## src/rtl/xsram_ctrl.sv

```systemverilog
// External SRAM controller: splits 1/2/4-byte bus accesses into 8- or 16-bit
// SRAM beats, with registered strobes and a configurable number of wait states.
`ifndef BUS_WIDTH
`define BUS_WIDTH 32
`endif
`ifndef BUS_ACC_WIDTH
`define BUS_ACC_WIDTH 2
`endif
`ifndef BUS_ACC_1B
`define BUS_ACC_1B 2'b00
`endif
`ifndef BUS_ACC_2B
`define BUS_ACC_2B 2'b01
`endif
`ifndef BUS_ACC_4B
`define BUS_ACC_4B 2'b10
`endif
`ifndef IOR_DIR_OUT
`define IOR_DIR_OUT 1'b1
`endif
`ifndef IOR_DIR_IN
`define IOR_DIR_IN 1'b0
`endif

module xsram_ctrl #(
    parameter int ADDR_WIDTH  = 19,
    parameter int PORT_WIDTH  = 8,
    parameter int WAIT_CYCLES = 0
) (
    input  logic                                     clk,
    input  logic                                     rstn,
    input  logic [ADDR_WIDTH-1:0]                    addr,
    input  logic                                     w_rb,
    input  logic [`BUS_ACC_WIDTH-1:0]                acc,
    input  logic [`BUS_WIDTH-1:0]                    wdata,
    input  logic                                     req,
    output logic [`BUS_WIDTH-1:0]                    rdata,
    output logic                                     resp,
    output logic                                     fault,
    output logic                                     sram_ce_bar,
    output logic                                     sram_oe_bar,
    output logic                                     sram_we_bar,
    output logic [PORT_WIDTH/8-1:0]                  sram_be_bar,
    output logic                                     sram_data_dir,
    input  logic [PORT_WIDTH-1:0]                    sram_data_in,
    output logic [PORT_WIDTH-1:0]                    sram_data_out,
    output logic [ADDR_WIDTH-((PORT_WIDTH==16)?1:0)-1:0] sram_addr
);
    localparam int PB     = PORT_WIDTH / 8;
    localparam int LOG2PB = (PB == 2) ? 1 : 0;
    localparam int SAW    = ADDR_WIDTH - LOG2PB;
    localparam logic [2:0] WAIT_LAST = 3'(WAIT_CYCLES);

    typedef enum logic [2:0] {S_IDLE, S_SETUP, S_STROBE, S_HOLD, S_DONE} state_t;

    state_t                    r_state, w_nState;
    logic [1:0]                r_beat, w_nBeat, w_lastIdx;
    logic [2:0]                r_wcnt, w_nWcnt;
    logic [ADDR_WIDTH-1:0]     r_addr, w_selAddr;
    logic                      r_wrb, w_selWrb;
    logic [`BUS_ACC_WIDTH-1:0] r_acc, w_selAcc;
    logic [`BUS_WIDTH-1:0]     r_wdata, w_selWdata, r_rbuf, w_rbufNext;
    logic                      w_valid, w_accept, w_capture, w_lastBeat, w_inAcc;
    logic [PB-1:0]             w_nBe;
    logic [PORT_WIDTH-1:0]     w_nDout, w_laneData;
    logic [SAW-1:0]            w_nSramAddr;

    always_comb begin
        case (acc)
            `BUS_ACC_1B: w_valid = 1'b1;
            `BUS_ACC_2B: w_valid = ~addr[0];
            `BUS_ACC_4B: w_valid = (addr[1:0] == 2'b00);
            default:     w_valid = 1'b0;
        endcase
    end

    assign fault = req & ~w_valid;

    always_comb begin
        case (r_acc)
            `BUS_ACC_2B: w_lastIdx = (PB == 1) ? 2'd1 : 2'd0;
            `BUS_ACC_4B: w_lastIdx = (PB == 1) ? 2'd3 : 2'd1;
            default:     w_lastIdx = 2'd0;
        endcase
    end

    assign w_lastBeat = (r_beat == w_lastIdx);

    // Reads skip SETUP/HOLD; writes frame each strobe so addr/data stay stable around we.
    always_comb begin
        w_nState  = r_state;
        w_nBeat   = r_beat;
        w_nWcnt   = r_wcnt;
        w_accept  = 1'b0;
        w_capture = 1'b0;
        case (r_state)
            S_IDLE, S_DONE: begin
                w_nState = S_IDLE;
                if (req && w_valid) begin
                    w_accept = 1'b1;
                    w_nState = w_rb ? S_SETUP : S_STROBE;
                    w_nBeat  = 2'd0;
                    w_nWcnt  = 3'd0;
                end
            end
            S_SETUP: begin
                w_nState = S_STROBE;
                w_nWcnt  = 3'd0;
            end
            S_STROBE: begin
                if (r_wcnt != WAIT_LAST) begin
                    w_nWcnt = r_wcnt + 3'd1;
                end else if (r_wrb) begin
                    w_nState = S_HOLD;
                end else begin
                    w_capture = 1'b1;
                    w_nWcnt   = 3'd0;
                    if (w_lastBeat) begin
                        w_nState = S_DONE;
                    end else begin
                        w_nBeat = r_beat + 2'd1;
                    end
                end
            end
            S_HOLD: begin
                if (w_lastBeat) begin
                    w_nState = S_DONE;
                end else begin
                    w_nState = S_SETUP;
                    w_nBeat  = r_beat + 2'd1;
                end
            end
            default: w_nState = S_IDLE;
        endcase
    end

    assign w_selAddr  = w_accept ? addr  : r_addr;
    assign w_selWrb   = w_accept ? w_rb  : r_wrb;
    assign w_selAcc   = w_accept ? acc   : r_acc;
    assign w_selWdata = w_accept ? wdata : r_wdata;
    assign w_inAcc    = (w_nState == S_SETUP) || (w_nState == S_STROBE) || (w_nState == S_HOLD);

    // Outputs are computed from next-state so the registered pins line up with the state.
    always_comb begin
        w_nBe       = '0;
        w_nDout     = '0;
        w_nSramAddr = sram_addr;
        if (!w_inAcc) begin
            w_nBe = '1;
        end else begin
            w_nSramAddr = SAW'(w_selAddr >> LOG2PB) + SAW'(w_nBeat);
            if (PB == 2 && w_selAcc == `BUS_ACC_1B) begin
                w_nBe = w_selAddr[0] ? PB'(2'b01) : PB'(2'b10);
            end
            if (w_selWrb) begin
                if (PB == 2 && w_selAcc == `BUS_ACC_1B) begin
                    w_nDout = PORT_WIDTH'({w_selWdata[7:0], w_selWdata[7:0]});
                end else begin
                    w_nDout = PORT_WIDTH'(w_selWdata >> (int'(w_nBeat) * PORT_WIDTH));
                end
            end
        end
    end

    // A single byte on a 16-bit port lives in lane addr[0] but lands in rdata byte 0.
    always_comb begin
        w_laneData = sram_data_in;
        if (PB == 2 && r_acc == `BUS_ACC_1B) begin
            w_laneData = PORT_WIDTH'(r_addr[0] ? sram_data_in[PORT_WIDTH-1 -: 8] : sram_data_in[7:0]);
        end
    end

    assign w_rbufNext = r_rbuf | (`BUS_WIDTH'(w_laneData) << (int'(r_beat) * PORT_WIDTH));

    always_ff @(posedge clk) begin
        if (!rstn) begin
            r_state       <= S_IDLE;
            r_beat        <= 2'd0;
            r_wcnt        <= 3'd0;
            r_addr        <= '0;
            r_wrb         <= 1'b0;
            r_acc         <= `BUS_ACC_1B;
            r_wdata       <= '0;
            r_rbuf        <= '0;
            rdata         <= '0;
            resp          <= 1'b0;
            sram_addr     <= '0;
            sram_ce_bar   <= 1'b1;
            sram_oe_bar   <= 1'b1;
            sram_we_bar   <= 1'b1;
            sram_be_bar   <= '1;
            sram_data_dir <= `IOR_DIR_IN;
            sram_data_out <= '0;
        end else begin
            r_state <= w_nState;
            r_beat  <= w_nBeat;
            r_wcnt  <= w_nWcnt;
            if (w_accept) begin
                r_addr  <= addr;
                r_wrb   <= w_rb;
                r_acc   <= acc;
                r_wdata <= wdata;
                r_rbuf  <= '0;
            end else if (w_capture) begin
                r_rbuf <= w_rbufNext;
            end
            if (w_capture && w_lastBeat) begin
                rdata <= w_rbufNext;
            end
            resp          <= (w_nState == S_DONE);
            sram_addr     <= w_nSramAddr;
            sram_ce_bar   <= ~w_inAcc;
            sram_oe_bar   <= ~((w_nState == S_STROBE) && !w_selWrb);
            sram_we_bar   <= ~((w_nState == S_STROBE) && w_selWrb);
            sram_be_bar   <= w_nBe;
            sram_data_dir <= (w_inAcc && w_selWrb) ? `IOR_DIR_OUT : `IOR_DIR_IN;
            sram_data_out <= w_nDout;
        end
    end

endmodule

```

## config.mk

```make
export PLATFORM = sky130hd
export DESIGN_NAME = xsram_ctrl
export DESIGN_NICKNAME = d
export VERILOG_FILES = /design/src/rtl/xsram_ctrl.sv
export SDC_FILE = /design/constraint.sdc
export NUM_CORES = 1
export LEC_CHECK = 0
export BUFFER_PORTS_ARGS = -buffer_cell sky130_fd_sc_hd__buf_2
export CAP_MARGIN = 40
export CORE_ASPECT_RATIO = 1.5
export CORE_MARGIN = 4
export CORE_UTILIZATION = 40
export CTS_BUF_LIST = sky130_fd_sc_hd__clkbuf_2 sky130_fd_sc_hd__clkbuf_4 sky130_fd_sc_hd__clkbuf_8
export CTS_CLUSTER_DIAMETER = 100
export DETAILED_ROUTE_END_ITERATION = 12
export PLACE_DENSITY_LB_ADDON = 0.1
export SLEW_MARGIN = 40
export SYNTH_ARGS = -nofsm -noshare
export SYNTH_HDL_FRONTEND = slang
export SYNTH_SLANG_ARGS = --single-unit
export TNS_END_PERCENT = 5
```

## constraint.sdc

```tcl
create_clock -name clk -period 3.61 [get_ports clk]
set_input_delay 0.1805 -clock clk [delete_from_list [all_inputs] [get_ports clk]]
set_output_delay 0.1805 -clock clk [all_outputs]
set_load 0.02 [all_outputs]
```

# Word-level counts from Yosys, hierarchy flattened
# Cells that the tools add are included.
# Widths: inputs -> output; s select.
[word_totals]
reg_bits = 159
inputBits = 65
output_inout_bits = 66
wordCells = 90
[op_classes]
n_addsub = 3
n_eq_ne = 15
n_shift = 2
mux = 28
bitwise = 8
reduce_logical = 17
[op_table]
columns = ["cell", "n"]
rows = [
  ["$mux 32", 1],
  ["$or 32x32->32", 1],
  ["$shl 8x5->32", 1],
  ["$shr 32x5->8", 1],
  ["$mux 3", 7],
  ["$add 19x2->19", 1],
  ["$mux 19", 1],
  ["$eq 3x2->1 const B", 4],
  ["$mux 2", 6],
  ["$pmux 3 s4", 1],
  ["$pmux 3 s3", 1],
  ["$mux 1", 8],
  ["$eq 3x1->1 const B", 2],
  ["$eq 3x3->1 const B", 2],
  ["$not 1->1", 6],
  ["$pmux 2 s3", 1],
  ["$reduce_and 3->1", 2],
  ["$reduce_bool 3->1", 2],
  ["$logic_and 1x1->1", 5],
  ["$eq 2x1->1 const B", 2],
  ["$eq 2x2->1 const B", 2],
  ["$logic_not 2->1", 2],
  ["$pmux 2 s2", 1],
  ["$reduce_or 2->1", 2],
  ["10 further kinds", 11],
]

# Longest topological paths before layout
# Gate-level depths: netlist of run 1.
[depth]
depth_word = 12
depth_mapped = 17
ltp_nobuf = 15

# Worst setup path after synthesis of run 1
# OpenSTA, ideal clock, no wires.
[synth_path]
kind = "register -> register"
start = "reg r_state[1]"
end = "reg sram_addr[18] (netlist name)"
setup_time_ps = 122
t_arrival_ps = 3187
required_ps = 3488
slack_ps = 301
path_stages_with_launch = 18
path_buffers = 4
period_less_slack_ps = 3309
path_cell_list = "dfxtp_1 > nor2_2 > o211a_1 > buf_6 > buf_6 > buf_2 > buf_2 > nand2_1 > nand2_1 > ha_1 > inv_1 > fa_1 > nor2b_1 > nand3_1 > mux2i_4 > o221ai_1 > and3_1 > a311o_1"
[synth_between]
elab_cells_between_ends = 19
classes_between = "1 x add/sub; 7 x eq/ne; 7 x mux; 4 x reduce/logical"
[synth_lines]
columns = ["item", "line", "rtl"]
rows = [
  ["from (decl)", "56", "state_t r_state, w_nState;"],
  ["from (signal assigned)", "195", "r_state <= w_nState;"],
  ["$eq 3x3->1 or $logic_not 3->1 (tied branches)", "96", "case (r_state)"],
  ["$reduce_or 2->1 (*)", "96", ""],
  ["$mux 1 (*)", "96", ""],
  ["$mux 19 (*)", "--", ""],
  ["net w_selAddr[0]", "59", "logic [ADDR_WIDTH-1:0] r_addr, w_selAddr;"],
  ["$add 19x2->19 (*)", "151", "w_nSramAddr = SAW'(w_selAddr >> LOG2PB) + SAW'(w_nBeat);"],
  ["to (signal assigned)", "211", "sram_addr <= w_nSramAddr;"],
  ["to (decl)", "47", "output logic [ADDR_WIDTH-((PORT_WIDTH==16)?1:0)-1:0] sram_addr"],
]
# The timed path passes the listed nets; every way through them passes the cells marked *.
# A chain may end at the register's enable or synchronous reset.

# Worst setup path in the final report of run 1
[layout_path]
start = "reg r_wcnt[0]"
end = "reg sram_addr[18] (netlist name)"
[layout_between]
elab_cells_between_ends = 11
classes_between = "1 x add/sub; 3 x eq/ne; 4 x mux; 3 x reduce/logical"
[layout_lines]
columns = ["item", "line", "rtl"]
rows = [
  ["from (decl)", "58", "logic [2:0] r_wcnt, w_nWcnt;"],
  ["from (signal assigned)", "197", "r_wcnt <= w_nWcnt;"],
  ["$reduce_bool 3->1", "111", "if (r_wcnt != WAIT_LAST) begin"],
  ["$mux 2", "111", ""],
  ["$pmux 2 s3", "96", ""],
  ["net w_nBeat[1]", "57", "logic [1:0] r_beat, w_nBeat, w_lastIdx;"],
  ["$add 19x2->19", "151", ""],
]
# The timed path passes the listed nets, and every way through them passes these cells.

==> metrics.cfg, run 1 <==
[drt]
viasPerCell = 5.17
dr_total_vias = 5892
initialDrtViolationCount = 284
antenna_left = 0
drt_drc_violations_left = 0
wirelength_um = 18000
wl_per_cell_um = 15.8
detailedRoute.firstPassIterationCount = 4

[global_route]
grt_overflow_total = 0
grt_pass1_vias = 5926
grt_max_degree = 65
globalRouteTotalUtil_pct = 19.1
grt_pass1_wl_um = 28900
antenna_found_initial = 1

[power_and_ir_drop]
seqPwrFrac_pct = 47.6
net-switching-power_w = 0.00111
power.density_nw_per_um2 = 486
ir_drop_worst_case_vdd_mv = 0.303
power.internal_w = 0.00288
sw_share_pct = 27.9
p_clk_share_pct = 36.2
power.leakage_nw = 3.37
power_frac_comb_pct = 16.1

[setup_path]
cp_cell_sequence = inv_1 -> ha_1 -> nor3b_1 -> o21ai_2 -> o31ai_1 -> inv_1 -> fa_1 -> nor2b_1 -> nand3_1 -> mux2i_4 -> o221ai_1 -> and3_1 -> a311o_1
required_ns = 3.96
critPathSlowestCell = sky130_fd_sc_hd__fa_1
worst_setup_path_end_kind = flop
worstPathMaxFanout = 5
critical_path_arrival_ns = 3.66
startpoint = r_wcnt[0]
ff2ff_path_depth = 13
critical-path-top-cell-by-count = sky130_fd_sc_hd__inv_1
cpPeakStageDelay_ns = 0.48
worst_r2r_startpoint = r_wcnt[0]
crit_path_start_kind = flop
ff2ff_setup_slack_ns = 0.30
crit-reg2reg-capture = sram_addr[18]
worstSetupPathType = flop to flop

[worst_hold_path]
whs_endpoint = r_addr[18]
worst_hold_path_type = primary input to flop
min-delay-start = addr[18]
hold_path_depth = 3

[synth]
synthesis.area_per_instance_um2 = 8.55
synth_seq_cells = 158
synth-warning-count = 0
synth_nets = 850
gate_count_after_technology_mapping = 779
yosys.cell_types.count = 56
synth_sequential_area_ratio_pct = 47.5
syn-cell-area_um2 = 6660

[floorplanning]
fp-row-count = 57
die_area_um2 = 18800
initial_utilization_pct = 41.0
io_pins = 131
core-area_um2 = 16300
die_w_um = 113
die-height_um = 166

[cts]
cts_root_buffer = sky130_fd_sc_hd__clkbuf_8
ctsHtreeMaxLevel = 4
tritoncts.num_buffers = 17
clk_pin_slew_worst_paths_ns = 0.08
clock_insertion_delay_worst_skew_ns = 0.46
clock_path_buffers = 2
cts_setup_buffers = 0
cts_tree = yes
cts.sinks = 158

[placed_design]
port_buffers = 130
pre_cts_ws_ns = 0.214
placed_wire_length_estimate_after_detailed_placement_um = 12700
dp.cells = 1067
routabilityCongestion = 0.811

[sta]
period_needed_ns = 3.31
report.final.slew_viol_count = 0
rsz0062_at_grt = no
fin_tns_setup_ns = 0
clock_skew_ns = 0.0117
final_critical_path_setup_slack_ns = 0.297
hold_viol_final = 0
timing.max_slew.rel_slack_pct = 51.0
setup_viol = 0
timing_worst_slew_pin_value_ns = 0.734
final_min_period_over_clock_period_pct = 91.8
achievable-frequency_mhz = 302

[finish]
finalCoreUtilization_pct = 50.5
area.growth.synth_to_final_pct = 23.2
antenna-diode-count = 0
finish.net_count = 991
layout.cells.non_filler = 1139
drive_gt1_share_pct = 20.6

[status]
outcome = finished, final reports clean

[job]
drv_cap = 0

[stage by stage]
step | cell area (µm²) | hold WS, ns | total power, W
finish | 8210 | 0.0422 | 0.00399
global route | 8210 | 0.0449 | 0.00418
CTS | 8210 | 0.0248 | 0.00403
detailed placement | 7370 | 0.429 | 0.00256
global placement | 7360 | 0.423 | 0.00254
floorplan | 6660 | 0.316 | 0.00236
[timing repair]
action / in CTS / in global routing
hold buffers: 40 / 0
gates resized for setup: 0 / 2
hold endpoints to repair: 40 / 0
setup endpoints to repair: 0 / 2
[final cells by class]
cell class	instances	area, µm²
clock buffers	22	272
clock inverters	10	163
fillers	1571	8050
inverters	13	48.8
multi-input cells	551	3180
flip-flops and latches	158	3160
well taps	206	258
repair buffers	179	1130
[sequential cells by signal, indices dropped and copies added (netlist names), 2 cells and up]
register	flops
r_rbuf	32
r_wdata	32
rdata	32
r_addr	19
sram_addr	19
sram_data_out	8
r_state	3
r_wcnt	3
r_acc	2
r_beat	2
[worst max-delay path: cells and delay by family (launching register included)]
family          cells  cell delay, ns
fa+ha+maj           2            0.67
flops               1            0.32
simple gates        4            0.85
compound gates      4            0.94
mux                 1            0.23
buf+inv             2            0.21
[synth_stat cells, drive strengths merged]
library cell	n	area [µm²]
a21oi	110	554
o31ai	1	7.51
and2	4	25.0
a21boi	4	30.0
dfxtp	158	3160
inv	13	48.8
nand2b	1	6.26
nor2	99	377
mux2	5	67.6
a211oi	39	293
clkbuf	18	68.8
or2	1	6.26
mux2i	26	277
fa	1	20.0
nand3b	2	15.0
o2111ai	1	8.76
nor2b	7	43.8
o221ai	1	8.76
nand4b	2	17.5
a311o	2	20.0
a22o	8	70.1
nor3	6	41.3
nand3	39	200
a31oi	2	12.5
nor4bb	1	10.0
and4	2	17.5
and3	8	50.1
xor2	11	96.3
o21ai	12	60.1
a21o	1	7.51
o211a	1	10.0
nand4	6	37.5
nor3b	5	42.5
o211ai	16	139
a211o	1	8.76
buf	39	226
xnor2	12	105
ha	5	62.6
nand2	109	409
[power groups by stage]
stage / clock network, W / registers, W / logic (W)
6_report: 0.00144 / 0.00190 / 0.000644
5_1_grt: 0.00155 / 0.00191 / 0.000711
4_1_cts: 0.00148 / 0.00190 / 0.000653
3_5_place_dp: 0 / 0.00194 / 0.000618
3_3_place_gp: 0 / 0.00194 / 0.000604
2_1_floorplan: 0 / 0.00200 / 0.000360
[kinds of logic (layout without fill, tap and decap cells)]
group | Yosys count | after routing | share of synthesized area (%)
muxes | 31 | 31 | 5.16
AOI/OAI and AO/OA | 199 | 199 | 18.5
xor gates and xnor gates | 23 | 23 | 3.02
and+or+nand+nor | 292 | 292 | 19.5
DFF | 158 | 158 | 47.5
adders and majority gates | 6 | 6 | 1.24
buffers and inverters | 70 | 224 | 5.16
[per-layer routing]
metal  global-route usage (%)  vias up  part of all wire [%]
met5                        0        -                 0.067
met4                     7.90        2                   2.3
met3                     4.56       30                   5.1
met2                     35.4      135                    53
met1                     20.4     2749                    39
li1                         -     2976                     -
[how the worst max path moves through the flow]
stage / cells past startpoint / endpoint
2_1_floorplan: 17 / sram_addr[18]
3_5_place_dp: 15 / sram_addr[18]
5_1_grt: 14 / sram_addr[11]
3_3_place_gp: 14 / sram_addr[18]
6_report: 13 / sram_addr[18]
4_1_cts: 15 / sram_addr[18]
[cell usage in the layout, fill, tap and decap left out, types with 14 or more instances in the layout]
| cell | n |
|---|---|
| sky130_fd_sc_hd__clkbuf_8 | 17 |
| sky130_fd_sc_hd__nor2_1 | 97 |
| sky130_fd_sc_hd__dlygate4sd3_1 | 40 |
| sky130_fd_sc_hd__nand2_1 | 108 |
| sky130_fd_sc_hd__a21oi_1 | 109 |
| sky130_fd_sc_hd__buf_2 | 130 |
| sky130_fd_sc_hd__mux2i_1 | 24 |
| sky130_fd_sc_hd__nand3_1 | 38 |
| sky130_fd_sc_hd__a211oi_1 | 39 |
| sky130_fd_sc_hd__o211ai_1 | 14 |
| sky130_fd_sc_hd__dfxtp_1 | 158 |
(Power assumes the default switching activity.)
==> run 2: changes to the inputs <==
--- a/config.mk
+++ b/config.mk
@@ -5,14 +5,14 @@
 export SDC_FILE = /design/constraint.sdc
 export NUM_CORES = 1
 export LEC_CHECK = 0
-export BUFFER_PORTS_ARGS = -buffer_cell sky130_fd_sc_hd__buf_2
 export CAP_MARGIN = 40
 export CORE_ASPECT_RATIO = 1.5
 export CORE_MARGIN = 4
-export CORE_UTILIZATION = 40
+export CORE_UTILIZATION = 35
 export CTS_BUF_LIST = sky130_fd_sc_hd__clkbuf_2 sky130_fd_sc_hd__clkbuf_4 sky130_fd_sc_hd__clkbuf_8
 export CTS_CLUSTER_DIAMETER = 100
 export DETAILED_ROUTE_END_ITERATION = 12
+export DONT_BUFFER_PORTS = 1
 export PLACE_DENSITY_LB_ADDON = 0.1
 export SLEW_MARGIN = 40
 export SYNTH_ARGS = -nofsm -noshare
==> metrics.cfg, run 2 (synthesized netlist as in run 1, its figures left out) <==
[floorplanning]
core-area_um2 = 18600  ; was 16300 µm²
die_w_um = 121  ; was 113 µm
die-height_um = 177  ; was 166 µm
initial_utilization_pct = 35.8  ; was 41.0%
fp-row-count = 61  ; was 57
die_area_um2 = 21400  ; was 18800 µm²
io_pins = 131  ; unchanged

[sta]
hold_ws_ns = 0.0209  ; was 0.0422 ns
setup_viol = 0  ; unchanged
final_min_period_over_clock_period_pct = 94.0  ; was 91.8%
clock_skew_ns = 0.0110  ; was 0.0117 ns
rsz0062_at_grt = no  ; unchanged
timing_worst_slew_pin_value_ns = 0.728  ; was 0.734 ns
hold_viol_final = 0  ; unchanged
report.final.slew_viol_count = 0  ; unchanged
final_critical_path_setup_slack_ns = 0.218  ; was 0.297 ns
fin_tns_setup_ns = 0  ; unchanged
timing.max_slew.rel_slack_pct = 51.2  ; was 51.0%
period_needed_ns = 3.39  ; was 3.31 ns
achievable-frequency_mhz = 295  ; was 302 MHz

[placed_design]
port_buffers = 0  ; was 130
dp.cells = 984  ; was 1067
placed_wire_length_estimate_after_detailed_placement_um = 13000  ; was 12700 µm
pre_cts_ws_ns = 0.249  ; was 0.214 ns
routabilityCongestion = 0.776  ; was 0.811

[finish]
finalCoreUtilization_pct = 42.2  ; was 50.5%
area.growth.synth_to_final_pct = 17.9  ; was 23.2%
layout_top_registers = r_rbuf: 32 flops, r_wdata: 32 flops, rdata: 32 flops  ; unchanged
mostFrequentLayoutCells = sky130_fd_sc_hd__dfxtp_1, sky130_fd_sc_hd__a21oi_1, sky130_fd_sc_hd__nand2_1  ; was sky130_fd_sc_hd__dfxtp_1, sky130_fd_sc_hd__buf_2, sky130_fd_sc_hd__a21oi_1
finish.net_count = 886  ; was 991
drive_gt1_share_pct = 7.85  ; was 20.6%
layout.cells.non_filler = 1082  ; was 1139
most_frequent_standard_cell_in_the_layout_excluding_fill_and_tap_cells = sky130_fd_sc_hd__dfxtp_1  ; unchanged

[cts]
cts_root_buffer = sky130_fd_sc_hd__clkbuf_8  ; unchanged
cts.sinks = 158  ; unchanged
tritoncts.num_buffers = 17  ; unchanged
clk_pin_slew_worst_paths_ns = 0.08  ; about the same
cts_setup_buffers = 0  ; unchanged
cts_tree = yes  ; unchanged
clock_path_buffers = 2  ; unchanged
ctsHtreeMaxLevel = 4  ; unchanged
clock_insertion_delay_worst_skew_ns = 0.45  ; was 0.46 ns

[setup_path]
critical_path_arrival_ns = 3.73  ; was 3.66 ns
worst_setup_path_end_kind = flop  ; unchanged
required_ns = 3.95  ; was 3.96 ns
worst_r2r_startpoint = r_acc[0]  ; was r_wcnt[0]
ff2ff_path_depth = 14  ; was 13
crit_path_start_kind = flop  ; unchanged
crit-reg2reg-capture = sram_addr[18]  ; unchanged
worstSetupPathType = flop to flop  ; unchanged
ff2ff_setup_slack_ns = 0.22  ; was 0.30 ns
worstPathMaxFanout = 5  ; unchanged

[power_and_ir_drop]
p_clk_share_pct = 35.5  ; was 36.2%
power.internal_w = 0.00273  ; was 0.00288 W
sw_share_pct = 28.9  ; was 27.9%
ir_drop_worst_case_vdd_mv = 0.298  ; was 0.303 mV
power.density_nw_per_um2 = 489  ; was 486 nW/µm²
power.leakage_nw = 2.87  ; was 3.37 nW
net-switching-power_w = 0.00111  ; about the same
power_frac_comb_pct = 12.9  ; was 16.1%
seqPwrFrac_pct = 51.7  ; was 47.6%

[worst_hold_path]
whs_endpoint = rdata[16]  ; was r_addr[18]
min-delay-start = sram_data_in[0]  ; was addr[18]
worst_hold_path_type = primary input to flop  ; unchanged
hold_path_depth = 2  ; was 3

[drt]
viasPerCell = 5.12  ; was 5.17
antenna_left = 0  ; unchanged
wl_per_cell_um = 17.9  ; was 15.8 µm
dr_total_vias = 5539  ; was 5892
wirelength_um = 19400  ; was 18000 µm
detailedRoute.firstPassIterationCount = 4  ; unchanged
initialDrtViolationCount = 220  ; was 284
drt_drc_violations_left = 0  ; unchanged

[status]
outcome = finished, final reports clean  ; unchanged

[global_route]
antenna_found_initial = 0  ; was 1
globalRouteTotalUtil_pct = 18.2  ; was 19.1%
grt_pass1_vias = 5571  ; was 5926
grt_overflow_total = 0  ; unchanged
grt_pass1_wl_um = 30300  ; was 28900 µm
grt_max_degree = 100  ; was 65

[job]
drv_cap = 0  ; unchanged

-- run 2: cell types whose count changed in the layout (fill, tap and decap cells not counted), sizes merged --
cell / before / now
buf: 139 / 11
bufinv: 4 / 2
clkbuf: 22 / 21
clkinvlp: 2 / 4
diode: 0 / 2
dlygate4sd3: 40 / 63
inv: 14 / 15
-- run 2: final cells by class --
type                       instances  area [µm²]
tap                              252         315
clock buffer                      21         289
antenna                            2        5.00
sequential                       158        3160
inverter                          13        48.8
clock inverter                    11         130
timing repair buffer              74         723
fill                            1939       10800
multi-input combinational        551        3180
-- run 2: repair_timing --
action	4_1_cts	5_1_grt
hold buffers	64	0
gates resized for setup	0	1
setup endpoints to repair	0	1
hold endpoints to repair	130	0
-- run 2: worst max path at each step --
stage / from / slack, ns / to
2_1_floorplan: r_state[1] / 0.30 / sram_addr[18]
3_3_place_gp: r_acc[0] / 0.30 / sram_addr[18]
3_5_place_dp: r_acc[0] / 0.25 / sram_addr[18]
4_1_cts: r_acc[0] / 0.23 / sram_addr[18]
5_1_grt: r_acc[0] / 0.004 / sram_addr[18]
6_report: r_acc[0] / 0.22 / sram_addr[18]
-- run 2: power by group through the flow --
| stage | Clock (W) | Combinational [W] | Sequential (W) |
|---|---|---|---|
| 2_1_floorplan | 0 | 0.000360 | 0.00200 |
| 3_3_place_gp | 0 | 0.000416 | 0.00203 |
| 3_5_place_dp | 0 | 0.000426 | 0.00203 |
| 4_1_cts | 0.00141 | 0.000503 | 0.00199 |
| 5_1_grt | 0.00149 | 0.000559 | 0.00200 |
| 6_report | 0.00136 | 0.000495 | 0.00199 |
-- run 2: critical path, cell delays in order, from the launching register on --
cell and delay, ns:
sky130_fd_sc_hd__dfxtp_1 0.33, sky130_fd_sc_hd__inv_1 0.05, sky130_fd_sc_hd__ha_1 0.23, sky130_fd_sc_hd__xor2_1 0.22
sky130_fd_sc_hd__mux2_4 0.33, sky130_fd_sc_hd__o21ai_0 0.22, sky130_fd_sc_hd__ha_1 0.20, sky130_fd_sc_hd__inv_1 0.05
sky130_fd_sc_hd__fa_1 0.40, sky130_fd_sc_hd__nor2b_1 0.17, sky130_fd_sc_hd__nand3_1 0.14, sky130_fd_sc_hd__mux2i_4 0.25
sky130_fd_sc_hd__o221ai_1 0.20, sky130_fd_sc_hd__and3_1 0.20, sky130_fd_sc_hd__a311o_1 0.30
-- run 2: through the flow --
step | cell area, µm² | total power [W]
2_1_floorplan | 6660 | 0.00236
3_3_place_gp | 6780 | 0.00244
3_5_place_dp | 6790 | 0.00246
4_1_cts | 7850 | 0.00391
5_1_grt | 7850 | 0.00405
6_report | 7860 | 0.00384
-- run 2: metal layers --
layer  part of all wire [%]  GRT usage, %  vias to the layer above
met1                     38          19.3                     2614
li1                       -             -                     2774
met3                    5.0          5.15                       25
met4                    2.0          6.52                        0
met2                     55          34.0                      126
met5                      0             0                        -
==> run 3: changes to the inputs <==
--- a/config.mk
+++ b/config.mk
@@ -6,9 +6,9 @@
 export NUM_CORES = 1
 export LEC_CHECK = 0
 export CAP_MARGIN = 40
-export CORE_ASPECT_RATIO = 1.5
+export CORE_ASPECT_RATIO = 2
 export CORE_MARGIN = 4
-export CORE_UTILIZATION = 35
+export CORE_UTILIZATION = 65
 export CTS_BUF_LIST = sky130_fd_sc_hd__clkbuf_2 sky130_fd_sc_hd__clkbuf_4 sky130_fd_sc_hd__clkbuf_8
 export CTS_CLUSTER_DIAMETER = 100
 export DETAILED_ROUTE_END_ITERATION = 12
==> metrics.cfg, run 3 (synthesized netlist as in run 1, its figures left out) <==
[finish]
finish.net_count = 887  ; was 886
most_frequent_standard_cell_in_the_layout_excluding_fill_and_tap_cells = sky130_fd_sc_hd__dfxtp_1  ; unchanged
layout.cells.non_filler = 963  ; was 1082
mostFrequentLayoutCells = sky130_fd_sc_hd__dfxtp_1, sky130_fd_sc_hd__a21oi_1, sky130_fd_sc_hd__nand2_1  ; unchanged
finalCoreUtilization_pct = 76.9  ; was 42.2%
area.growth.synth_to_final_pct = 16.4  ; was 17.9%
layout_top_registers = r_rbuf: 32 flops, r_wdata: 32 flops, rdata: 32 flops  ; unchanged
drive_gt1_share_pct = 7.63  ; was 7.85%

[cts]
clk_pin_slew_worst_paths_ns = 0.08  ; about the same
cts.sinks = 158  ; unchanged
cts_root_buffer = sky130_fd_sc_hd__clkbuf_8  ; unchanged
tritoncts.num_buffers = 17  ; unchanged
clock_path_buffers = 2  ; unchanged
cts_tree = yes  ; unchanged
clock_insertion_delay_worst_skew_ns = 0.45  ; about the same
ctsHtreeMaxLevel = 4  ; unchanged

[floorplanning]
die-height_um = 151  ; was 177 µm
io_pins = 131  ; unchanged
die_area_um2 = 12000  ; was 21400 µm²
initial_utilization_pct = 66.1  ; was 35.8%
core-area_um2 = 10100  ; was 18600 µm²
die_w_um = 79.6  ; was 121 µm
fp-row-count = 52  ; was 61

[global_route]
antenna_found_initial = 2  ; was 0
grt_max_degree = 65  ; was 100
globalRouteTotalUtil_pct = 31.4  ; was 18.2%
grt_pass1_vias = 6044  ; was 5571
grt_pass1_wl_um = 28800  ; was 30300 µm
grt_overflow_total = 0  ; unchanged

[power_and_ir_drop]
power.leakage_nw = 2.89  ; was 2.87 nW
power_frac_comb_pct = 12.5  ; was 12.9%
power.density_nw_per_um2 = 513  ; was 489 nW/µm²
seqPwrFrac_pct = 49.9  ; was 51.7%
p_clk_share_pct = 37.5  ; was 35.5%
sw_share_pct = 27.4  ; was 28.9%
power.internal_w = 0.00289  ; was 0.00273 W
ir_drop_worst_case_vdd_mv = 0.482  ; was 0.298 mV
net-switching-power_w = 0.00109  ; was 0.00111 W

[job]
drv_cap = 0  ; unchanged

[sta]
timing_worst_slew_pin_value_ns = 0.793  ; was 0.728 ns
hold_ws_ns = 0.0384  ; was 0.0209 ns
setup_viol = 0  ; unchanged
clock_skew_ns = 0.0112  ; was 0.0110 ns
hold_viol_final = 0  ; unchanged
rsz0062_at_grt = no  ; unchanged
report.final.slew_viol_count = 0  ; unchanged
timing.max_slew.rel_slack_pct = 47.0  ; was 51.2%
period_needed_ns = 3.39  ; about the same
final_min_period_over_clock_period_pct = 94.0  ; about the same
fin_tns_setup_ns = 0  ; unchanged
achievable-frequency_mhz = 295  ; about the same

[placed_design]
placed_wire_length_estimate_after_detailed_placement_um = 12200  ; was 13000 µm
dp.cells = 867  ; was 984
port_buffers = 0  ; unchanged
routabilityCongestion = 0.844  ; was 0.776

[setup_path]
required_ns = 3.95  ; about the same
critPathSlowestCell = sky130_fd_sc_hd__fa_1  ; unchanged
cp_cell_sequence = inv_1 -> ha_1 -> xor2_2 -> mux2_4 -> o21ai_0 -> ha_1 -> inv_1 -> fa_1 -> nor2b_1 -> nand3_1 -> mux2i_4 -> o221ai_1 -> and3_1 -> a311o_1  ; was inv_1 -> ha_1 -> xor2_1 -> mux2_4 -> o21ai_0 -> ha_1 -> inv_1 -> fa_1 -> nor2b_1 -> nand3_1 -> mux2i_4 -> o221ai_1 -> and3_1 -> a311o_1
crit_path_start_kind = flop  ; unchanged
worst_setup_path_end_kind = flop  ; unchanged
worstPathMaxFanout = 5  ; unchanged
cpPeakStageDelay_ns = 0.40  ; about the same
worstSetupPathType = flop to flop  ; unchanged
critical_path_arrival_ns = 3.73  ; about the same

[drt]
wirelength_um = 18800  ; was 19400 µm
detailedRoute.firstPassIterationCount = 5  ; was 4
antenna_left = 0  ; unchanged
viasPerCell = 6.09  ; was 5.12
dr_total_vias = 5862  ; was 5539
wl_per_cell_um = 19.5  ; was 17.9 µm
initialDrtViolationCount = 328  ; was 220
drt_drc_violations_left = 0  ; unchanged

[status]
outcome = finished, final reports clean  ; unchanged

[worst_hold_path]
worst_hold_path_type = primary input to flop  ; unchanged

run 3: area by class of cell:
| class | instances | area (µm²) |
|---|---|---|
| antenna | 2 | 5.00 |
| clock buffer | 19 | 262 |
| clock inverter | 10 | 188 |
| fill | 695 | 2330 |
| inverter | 13 | 48.8 |
| multi-input combinational | 551 | 3200 |
| sequential | 158 | 3160 |
| tap | 135 | 169 |
| timing repair buffer | 75 | 726 |
run 3: worst paths after layout:
kind | slack (ns) | depth (start not counted) | startpoint | to
worst max register to register | 0.22 | 14 | r_acc[0] | sram_addr[18]
worst min register to register | 0.46 | 2 | r_wdata[19] | r_wdata[19]
worst max-delay path | 0.22 | 14 | r_acc[0] | sram_addr[18]
worst min-delay path | 0.04 | 3 | addr[5] | sram_addr[5]
run 3: worst max-delay path, delay by kind of cell (launching register included):
kind | cells | cell delay (ns)
adders and majority gates | 3 | 0.86
AOI/OAI and AO/OA | 3 | 0.70
muxes | 2 | 0.57
and+or+nand+nor | 3 | 0.49
DFF | 1 | 0.35
xor gates and xnor gates | 1 | 0.19
buffers and inverters | 2 | 0.10
run 3: timing repair:
item                                    4_1_cts  5_1_grt
endpoints found under the hold margin       136        0
setup buffers                                 0        0
endpoints found under the setup margin        0        1
hold buffers                                 65        0
resized for setup                             0        4
run 3: power by group through the flow:
stage          clock [W]  combinational (W)  sequential [W]
3_5_place_dp           0           0.000410         0.00203
3_3_place_gp           0           0.000397         0.00202
4_1_cts          0.00151           0.000488         0.00199
6_report         0.00149           0.000499         0.00199
5_1_grt          0.00157           0.000550         0.00200
2_1_floorplan          0           0.000360         0.00200
run 3: per-stage QoR:
| stage | cell area, µm² | worst slack, ns | total power [W] |
|---|---|---|---|
| after floorplan | 6660 | 0.301 | 0.00236 |
| after global placement | 6620 | 0.357 | 0.00242 |
| after detailed placement | 6630 | 0.200 | 0.00244 |
| after CTS | 7730 | 0.187 | 0.00399 |
| after global routing | 7760 | 0.0164 | 0.00412 |
| final | 7760 | 0.216 | 0.00398 |
run 3: routing by layer:
metal / vias up / track usage, % / routed length [µm] / part of all wire (%)
met5: - / 0 / 0 / 0
met4: 0 / 23.1 / 1150 / 6.1
li1: 2775 / - / - / -
met1: 2790 / 28.8 / 6230 / 33
met3: 73 / 7.26 / 1010 / 5.4
met2: 224 / 58.1 / 10400 / 55
